$ cat config.mk
export PLATFORM = sky130hd
export DESIGN_NAME = multitap_letter_fsm
export DESIGN_NICKNAME = d
export VERILOG_FILES = /design/src/rtl/multitap_letter_fsm.sv
export SDC_FILE = /design/constraint.sdc
export NUM_CORES = 1
export LEC_CHECK = 0
export BUFFER_PORTS_ARGS = -buffer_cell sky130_fd_sc_hd__clkbuf_2
export CORE_MARGIN = 2
export CORE_UTILIZATION = 54
export CTS_CLUSTER_DIAMETER = 60
export CTS_CLUSTER_SIZE = 20
export DETAILED_ROUTE_END_ITERATION = 6
export GPL_TIMING_DRIVEN = 0
export PLACE_DENSITY = 0.79
export RECOVER_POWER = 25
export SLEW_MARGIN = 20
export SYNTH_ARGS = -nofsm -noshare
export SYNTH_HDL_FRONTEND = slang
export SYNTH_SLANG_ARGS = --single-unit
$ cat constraint.sdc
create_clock -name clk -period 8.5 [get_ports clk]
set_input_delay 2.125 -clock clk [delete_from_list [all_inputs] [get_ports clk]]
set_output_delay 2.125 -clock clk [all_outputs]
set_load 0.005 [all_outputs]
$ cat src/rtl/multitap_letter_fsm.sv
// multitap_letter_fsm: phone-style multi-tap keypad-to-ASCII letter entry.
// Ports:
//   clk          system clock
//   nRst         asynchronous active-low reset
//   strobe       single-cycle key-press event; cur_key is decoded only when high
//   cur_key      key code, [7:4] one-hot row (bit 7 = top), [3:0] one-hot column (bit 3 = left)
//   cand_char    ASCII of the letter being composed, 8'h00 when none
//   cand_valid   high while a candidate is held
//   commit_char  last committed letter, held until the next commit
//   commit_pulse one-cycle pulse when commit_char updates
//   clear_pulse  one-cycle pulse on '*'
//   bad_key      one-cycle pulse on an unusable key or malformed code
module multitap_letter_fsm #(
  parameter int TIMEOUT = 0,
  parameter int CNT_W   = 24
) (
  input  logic       clk,
  input  logic       nRst,
  input  logic       strobe,
  input  logic [7:0] cur_key,
  output logic [7:0] cand_char,
  output logic       cand_valid,
  output logic [7:0] commit_char,
  output logic       commit_pulse,
  output logic       clear_pulse,
  output logic       bad_key
);
  typedef enum logic {IDLE, CYCLE} state_t;
  localparam bit TIMED = TIMEOUT > 0;
  localparam logic [CNT_W-1:0] TERM = CNT_W'(TIMEOUT > 0 ? TIMEOUT - 1 : 0);
  state_t state, state_n;
  logic [3:0] held_key, held_n;
  logic [1:0] idx, idx_n, last;
  logic [CNT_W-1:0] idle_cnt, cnt_n;
  logic [7:0] cand_n, commit_n;
  logic cp_n, clr_n, bad_n, commit_now;
  logic [1:0] r, c;
  logic [3:0] digit;
  logic valid, is_letter, is_star, is_hash;
  // Letters are laid out contiguously from 'A'; only the 4-letter PQRS group
  // pushes every later base up by one extra letter.
  function automatic logic [7:0] letter(input logic [3:0] d, input logic [1:0] i);
    return 8'h41 + ({4'd0, d} - 8'd2) * 8'd3 + {7'd0, d > 4'd7} + {6'd0, i};
  endfunction
  assign r = cur_key[7] ? 2'd0 : cur_key[6] ? 2'd1 : cur_key[5] ? 2'd2 : 2'd3;
  assign c = cur_key[3] ? 2'd0 : cur_key[2] ? 2'd1 : cur_key[1] ? 2'd2 : 2'd3;
  assign valid = $onehot(cur_key[7:4]) && $onehot(cur_key[3:0]);
  // The top-left 3x3 block carries the digits 1-9 in reading order.
  assign digit = 4'({2'd0, r}) * 4'd3 + {2'd0, c} + 4'd1;
  assign is_letter = valid && r != 2'd3 && c != 2'd3 && {r, c} != 4'd0;
  assign is_star = valid && {r, c} == 4'd12;
  assign is_hash = valid && {r, c} == 4'd14;
  assign last = (held_key == 4'd7 || held_key == 4'd9) ? 2'd3 : 2'd2;
  assign cand_valid = state == CYCLE;
  always_comb begin
    state_n = state;
    held_n = held_key;
    idx_n = idx;
    cnt_n = idle_cnt;
    commit_n = commit_char;
    cp_n = 1'b0;
    clr_n = 1'b0;
    bad_n = 1'b0;
    commit_now = 1'b0;
    if (strobe) begin
      if (is_letter) begin
        if (state == CYCLE && digit == held_key) idx_n = (idx == last) ? 2'd0 : idx + 2'd1;
        else begin
          state_n = CYCLE;
          held_n = digit;
          idx_n = 2'd0;
        end
        cnt_n = '0;
      end else if (is_star) begin
        state_n = IDLE;
        held_n = 4'd0;
        idx_n = 2'd0;
        cnt_n = '0;
        clr_n = 1'b1;
      end else if (is_hash && state == CYCLE) commit_now = 1'b1;
      else bad_n = 1'b1;
    end else if (TIMED && state == CYCLE) begin
      if (idle_cnt == TERM) commit_now = 1'b1;
      else cnt_n = idle_cnt + CNT_W'(1);
    end
    if (commit_now) begin
      commit_n = cand_char;
      cp_n = 1'b1;
      state_n = IDLE;
      held_n = 4'd0;
      idx_n = 2'd0;
      cnt_n = '0;
    end
    cand_n = (state_n == CYCLE) ? letter(held_n, idx_n) : 8'h00;
  end
  always_ff @(posedge clk or negedge nRst) begin
    if (!nRst) begin
      state <= IDLE;
      held_key <= 4'd0;
      idx <= 2'd0;
      idle_cnt <= '0;
      cand_char <= 8'h00;
      commit_char <= 8'h00;
      commit_pulse <= 1'b0;
      clear_pulse <= 1'b0;
      bad_key <= 1'b0;
    end else begin
      state <= state_n;
      held_key <= held_n;
      idx <= idx_n;
      idle_cnt <= cnt_n;
      cand_char <= cand_n;
      commit_char <= commit_n;
      commit_pulse <= cp_n;
      clear_pulse <= clr_n;
      bad_key <= bad_n;
    end
  end
endmodule

==> results of run 1 <==
==> how the worst min path moves through the flow <==
stage / from / end / slack [ps] / depth (start not counted)
6_report: cand_char[0]$_DFF_PN0_ / commit_char[0]$_DFFE_PN0N_ / 480 / 2
4_1_cts: cand_char[0]$_DFF_PN0_ / commit_char[0]$_DFFE_PN0N_ / 470 / 2
2_1_floorplan: cand_char[0]$_DFF_PN0_ / commit_char[0]$_DFFE_PN0N_ / 460 / 2
3_3_place_gp: cand_char[7]$_DFF_PN0_ / commit_char[7]$_DFFE_PN0N_ / 450 / 2
3_5_place_dp: cand_char[0]$_DFF_PN0_ / commit_char[0]$_DFFE_PN0N_ / 450 / 2
5_1_grt: commit_char[1]$_DFFE_PN0N_ / commit_char[1]$_DFFE_PN0N_ / 500 / 2
==> flip-flops by register name, summed over array words and instances (netlist names) <==
signal and flops:
cand_char 8, commit_char 8, idx 2, bad_key 1, held_key 4, commit_pulse 1
cand_valid 1, clear_pulse 1
==> layer usage <==
metal | GRT usage | part of all wire | vias up
met5 | 0 | 0 | -
met4 | 0.05319 | 0.012 | 0
met3 | 0.03819 | 0.021 | 5
met2 | 0.3028 | 0.48 | 22
met1 | 0.2670 | 0.49 | 694
li1 | - | - | 735
==> cells by family after synthesis <==
family                   count (synthesis)  share of synthesized area
AND/OR/NAND/NOR                         68                     0.1894
AO/OA/AOI/OAI                           33                     0.1315
buffers and inverters                   33                    0.06417
adder cells (fa/ha/maj)                 29                     0.2106
flip-flops                              26                     0.3240
XOR/XNOR                                11                    0.06231
multiplexers                             3                    0.01807
==> where the power goes <==
group / leakage, nW / switching [mW] / internal (mW)
Combinational: 0.878 / 0.211 / 0.198
Clock: 0.0357 / 0.0385 / 0.0630
Sequential: 0.347 / 0.0211 / 0.154
==> metrics by stage <==
step                power, mW    util  area [sq um]  hold WS [ps]
global route           0.7599  0.6346          2288         500.2
global placement       0.5733  0.6152          2218         446.0
finish                 0.6846  0.6346          2288         475.2
CTS                    0.6948  0.6350          2290         473.1
detailed placement     0.5866  0.6152          2218         451.4
floorplan              0.4969       -          2008         460.1
==> final cells by class <==
type / instances / area share
multi-input cells: 144 / 0.5369
flip-flops and latches: 26 / 0.2843
repair buffers: 30 / 0.06506
inverters: 32 / 0.05467
well taps: 48 / 0.02624
clock buffers: 3 / 0.01804
clock inverters: 1 / 0.01312
plain buffers: 1 / 0.001640
==> critical path, cell delays in order <==
cell and delay, ps:
clkbuf_2 90, inv_1 40, a21oi_1 260, inv_1 120
fa_1 580, inv_1 60, ha_1 260, and3_1 180
or3_1 360, a21oi_1 310, o211ai_2 160, o21a_4 160
ha_1 320, xnor2_1 140, ha_1 350, ha_1 310
a21o_1 150, a21oi_1 210, nor2_1 70, o21a_1 170
or3_1 300, mux2i_1 130
==> placed cells by master (no fill, tap or decap), drive strengths merged, types with 7 or more instances in the layout <==
master / n
clkbuf: 34
xnor2: 7
fa: 8
inv: 31
a21oi: 8
nor2: 9
nand2: 30
ha: 21
dfrtp: 26
==> flow_metrics.env, run 1 <==
export IMPL_period_share=0.7836
export IMPL_std_cell_rows=22
export IMPL_io_buffers=30
export IMPL_async_flop_share=1.000
export IMPL_p_leak_nw=1.260
export IMPL_worst_slack_ps=1840
export IMPL_grt_pass1_wl_um=6210
export IMPL_mappedNetlistArea_sq_um=2008
export IMPL_power_density_nw_per_um2=299.2
export IMPL_dr_pass1_iters=4
export IMPL_start_kind="input port"
export IMPL_seqCellArea_sq_um=650.6
export IMPL_areaGrowthSynthToFinish_pct=13.96
export IMPL_timing_rr_end="cand_char[6]$_DFF_PN0_"
export IMPL_ys_seq_area_frac=0.3240
export IMPL_maxCapViolCount=0
export IMPL_placed_cells=281
export IMPL_synth_flop_cell="dfrtp_1"
export IMPL_detail_route_antenna_nets=0
export IMPL_startpoint="cur_key[6]"
export IMPL_synth_top_area_frac=0.3240
export IMPL_grt_pass1_vias=1369
export IMPL_num_vias=1456
export IMPL_synth_edff_count=0
export IMPL_cp_endpoint="cand_char[6]$_DFF_PN0_"
export IMPL_drc=0
export IMPL_avgSynthCellArea_sq_um=9.892
export IMPL_final_cells=285
export IMPL_relSlewSlack=0.1098
export IMPL_rsz0062_at_grt="no"
export IMPL_grt_max_degree=27
export IMPL_synth_fp_nets=243
export IMPL_outcome="complete, no violations"
export IMPL_r2r_slack_ps=4710
export IMPL_fillers=313
export IMPL_required_ps=8700
export IMPL_floorplan_die_width_um=64.98
export IMPL_hpwl_um=2848
export IMPL_synth_cell_type_count=49
export IMPL_syn_inst=203
export IMPL_root_buffer="clkbuf_8"
export IMPL_post_cts_buffers=0
export IMPL_cts_inserted_buffers=3
export IMPL_ir_worst_vdd_v=0.0002529
export IMPL_viasPerCell=5.109
export IMPL_clk_latency_ps=270
export IMPL_core_area_sq_um=3606
export IMPL_synth_area_leader_cell="dfrtp_1"
export IMPL_antenna_found_initial=0
export IMPL_tns_ps=0
export IMPL_cts_max_level=1
export IMPL_die_h_um=64.98
export IMPL_worst_pin_slew_ps=1335
export IMPL_synth_seq_cells=26
export IMPL_multi_input_area_sq_um=1229
export IMPL_yosys_warnings=0
export IMPL_grt_overflow_total=0
export IMPL_clkSlewWorstSetupHoldPaths_ps=90
export IMPL_yosys_top_cells_area="dfrtp_1 32%, ha_1 13%, fa_1 8.0%, inv_1 5.6%, nand2_1 5.6%"
export IMPL_end_kind="flop"
export IMPL_worst_path_max_fanout=4
export IMPL_ios=31
export IMPL_finalHoldViolCount=0
export IMPL_hp_class="flop to flop"
export IMPL_worstSetupPathType="input port to flop"
export IMPL_yosys_top_cells_count="30 x inv_1, 30 x nand2_1, 26 x dfrtp_1, 21 x ha_1"
export IMPL_first_iter_violations=74
export IMPL_fin_crit_ps=6660
export IMPL_dpl_worst_slack_ps=1568
export IMPL_max_freq_mhz=150.1
export IMPL_ff2ff_path_depth=15
export IMPL_clock_skew_final_ps=2.170
export IMPL_r2r_start="held_key[2]$_DFF_PN0_"
export IMPL_cts_max_path_buffers=2
export IMPL_tritoncts="done"
export IMPL_wire_per_inst_um=12.49
export IMPL_cts_hold_fix_buffers=0
export IMPL_start_util=0.5569
export IMPL_gp_congestion=0.8731
export IMPL_clock_sinks=26
export IMPL_grt_usage=0.1915
export IMPL_finalSetupViolations=0
export IMPL_critPathArrivalTime_ps=6860
export IMPL_layout_drive_gt1_share=0.2194
export IMPL_antenna_cells=0
export IMPL_drv_slew=0
export IMPL_nNetsFinal=278
export IMPL_die_area_sq_um=4222
export IMPL_totalWireLength_um=3559
export IMPL_cts_resized=0
(Power assumes the default switching activity.)
==> run 2, diff against run 1 <==
Settings changed: CORE_UTILIZATION 54 to 51.
Clock period 8.5 ns to 5.6 ns, I/O delays scaled along.
==> flow_metrics.env, run 2 (synthesis results as in run 1) <==
export IMPL_clkPwrFrac=0.121
export IMPL_p_sw_mw=0.5089
export IMPL_dr_pass1_iters=4
export IMPL_die_area_sq_um=4456
export IMPL_first_iter_violations=96
export IMPL_end_kind="flop"
export IMPL_power_share_combinational=0.670
export IMPL_finalSetupViolations=0
export IMPL_grt_usage=0.1824
export IMPL_critPathMostFrequentCell="inv_1"
export IMPL_root_buffer="clkbuf_8"
export IMPL_clock_skew_final_ps=1.608
export IMPL_worstPathCellList="clkbuf_2 > inv_1 > a21oi_2 > inv_2 > fa_2 > fa_2 > xor2_1 > nand4_1 > a21o_1 > nand2_2 > o21a_4 > ha_4 > xnor2_4 > ha_2 > inv_1 > fa_1 > inv_1 > ha_1 > o21a_1 > or3_1 > mux2i_1"
export IMPL_gp_congestion=0.8593
export IMPL_totalWireLength_um=4450
export IMPL_finalHoldViolCount=0
export IMPL_maxCapViolCount=0
export IMPL_core_area_sq_um=3716
export IMPL_whs_ps=477.1
export IMPL_layout_drive_gt1_share=0.3735
export IMPL_start_kind="input port"
export IMPL_clock_sinks=26
export IMPL_fillers=265
export IMPL_min_delay_start="commit_char[2]$_DFFE_PN0N_"
export IMPL_clk_latency_ps=270
export IMPL_std_cell_rows=22
export IMPL_outcome="complete, no violations"
export IMPL_clkSlewWorstSetupHoldPaths_ps=90
export IMPL_crit_buf_inv=5
export IMPL_hold_depth=2
export IMPL_fin_crit_ps=5465
export IMPL_worst_pin_slew_ps=1382
export IMPL_grt_max_degree=27
export IMPL_grt_pass1_vias=1418
export IMPL_p_int_mw=0.7775
export IMPL_ios=31
export IMPL_final_cell_mix="28 x nand2_1, 27 x inv_1, 27 x clkbuf_2"
export IMPL_multi_input_area_sq_um=1448
export IMPL_detail_route_antenna_nets=0
export IMPL_share_seq_of_total_power=0.209
export IMPL_cpPeakStageDelay_ps=600
export IMPL_nNetsFinal=290
export IMPL_switching_share=0.3956
export IMPL_viasPerCell=5.296
export IMPL_slowest_stage="fa_2"
export IMPL_ff2ff_path_depth=15
export IMPL_seqCellArea_sq_um=650.6
export IMPL_ir_worst_vdd_v=0.0003440
export IMPL_grt_pass1_wl_um=6265
export IMPL_r2r_start="held_key[2]$_DFF_PN0_"
export IMPL_grt_overflow_total=0
export IMPL_cts_max_path_buffers=2
export IMPL_critPathArrivalTime_ps=5660
export IMPL_drv_slew=0
export IMPL_r2r_slack_ps=2000
export IMPL_tritoncts="done"
export IMPL_place_area_sq_um=2237
export IMPL_power_density_nw_per_um2=493.6
export IMPL_period_share=0.9760
export IMPL_worstSetupPathType="input port to flop"
export IMPL_timing_rr_end="cand_char[6]$_DFF_PN0_"
export IMPL_antenna_found_initial=0
export IMPL_floorplan_die_width_um=66.75
export IMPL_areaGrowthSynthToFinish_pct=29.78
export IMPL_largestRegisters="cand_char (8), commit_char (8), held_key (4)"
export IMPL_antenna_cells=0
export IMPL_die_h_um=66.75
export IMPL_cts_max_level=1
export IMPL_whs_endpoint="commit_char[2]$_DFFE_PN0N_"
export IMPL_crit_family="adder cells"
export IMPL_required_ps=5800
export IMPL_cts_hold_fix_buffers=0
export IMPL_cts_inserted_buffers=3
export IMPL_num_vias=1573
export IMPL_start_util=0.5404
export IMPL_hpwl_um=2833
export IMPL_io_buffers=30
export IMPL_wire_per_inst_um=14.98
export IMPL_design_area_sq_um=2606
export IMPL_final_common_cell="nand2_1"
export IMPL_max_freq_mhz=183.0
export IMPL_p_leak_nw=1.329
export IMPL_worst_path_max_fanout=4
export IMPL_relSlewSlack=0.07838
export IMPL_drc=0
export IMPL_hp_class="flop to flop"
==> run 2: layout make-up <==
cell class                      count  share of cell area
Buffer                              1            0.001440
Clock buffer                        3             0.01584
Clock inverter                      1             0.01152
Inverter                           32             0.04801
Multi-Input combinational cell    144              0.5554
Sequential cell                    26              0.2496
Tap cell                           48             0.02304
Timing Repair Buffer               42             0.09506
==> run 2: metrics by stage <==
stage | util | setup TNS [ps] | setup slack (ps) | total power [mW] | std cells
floorplan | - | 0 | 0.3375 | 0.7615 | 203
global placement | 0.6020 | -1129 | -411.9 | 0.8791 | 281
detailed placement | 0.6020 | -1196 | -449.9 | 0.9065 | 281
CTS | 0.6448 | 0 | 22.29 | 1.123 | 292
global route | 0.7013 | -87.91 | -60.42 | 1.393 | 297
finish | 0.7013 | 0 | 134.6 | 1.286 | 297
==> run 2: worst register-to-register path: stages, from the launching register on <==
cell	delay, ps
dfrtp_1	410
xor3_1	440
nand4_1	180
a21o_1	210
nand2_2	110
o21a_4	240
ha_4	180
xnor2_4	150
ha_2	190
inv_1	50
fa_1	480
inv_1	40
ha_1	190
o21a_1	190
or3_1	310
mux2i_1	150
==> run 2: per-layer routing <==
layer | routed length [um] | track usage
met4 | 40 | 0.02296
met2 | 2314 | 0.3113
met1 | 1897 | 0.2532
met3 | 198 | 0.02534
met5 | 0 | 0
==> run 2: what timing repair did <==
item / in CTS / in global routing
setup buffers: 7 / 5
pin swaps: 12 / 23
resized for setup: 8 / 34
endpoints found under the setup margin: 3 / 3
==> run 2: how the worst max path moves through the flow <==
stage,start,to,slack [ps],cells after the start
final,cur_key[6],cand_char[6]$_DFF_PN0_,130,21
after global routing,cur_key[6],cand_char[6]$_DFF_PN0_,-60,22
after CTS,cur_key[3],cand_char[6]$_DFF_PN0_,20,21
after detailed placement,cur_key[6],cand_char[6]$_DFF_PN0_,-450,21
after global placement,cur_key[6],cand_char[6]$_DFF_PN0_,-410,21
after floorplan,cur_key[6],cand_char[6]$_DFF_PN0_,0.3,21
==> run 2: power groups by stage <==
| stage | logic (mW) | clock network (mW) | registers (mW) |
|---|---|---|---|
| after detailed placement | 0.637 | 0 | 0.269 |
| final | 0.862 | 0.156 | 0.269 |
| after global routing | 0.954 | 0.165 | 0.273 |
| after floorplan | 0.496 | 0 | 0.266 |
| after global placement | 0.611 | 0 | 0.268 |
| after CTS | 0.700 | 0.157 | 0.266 |
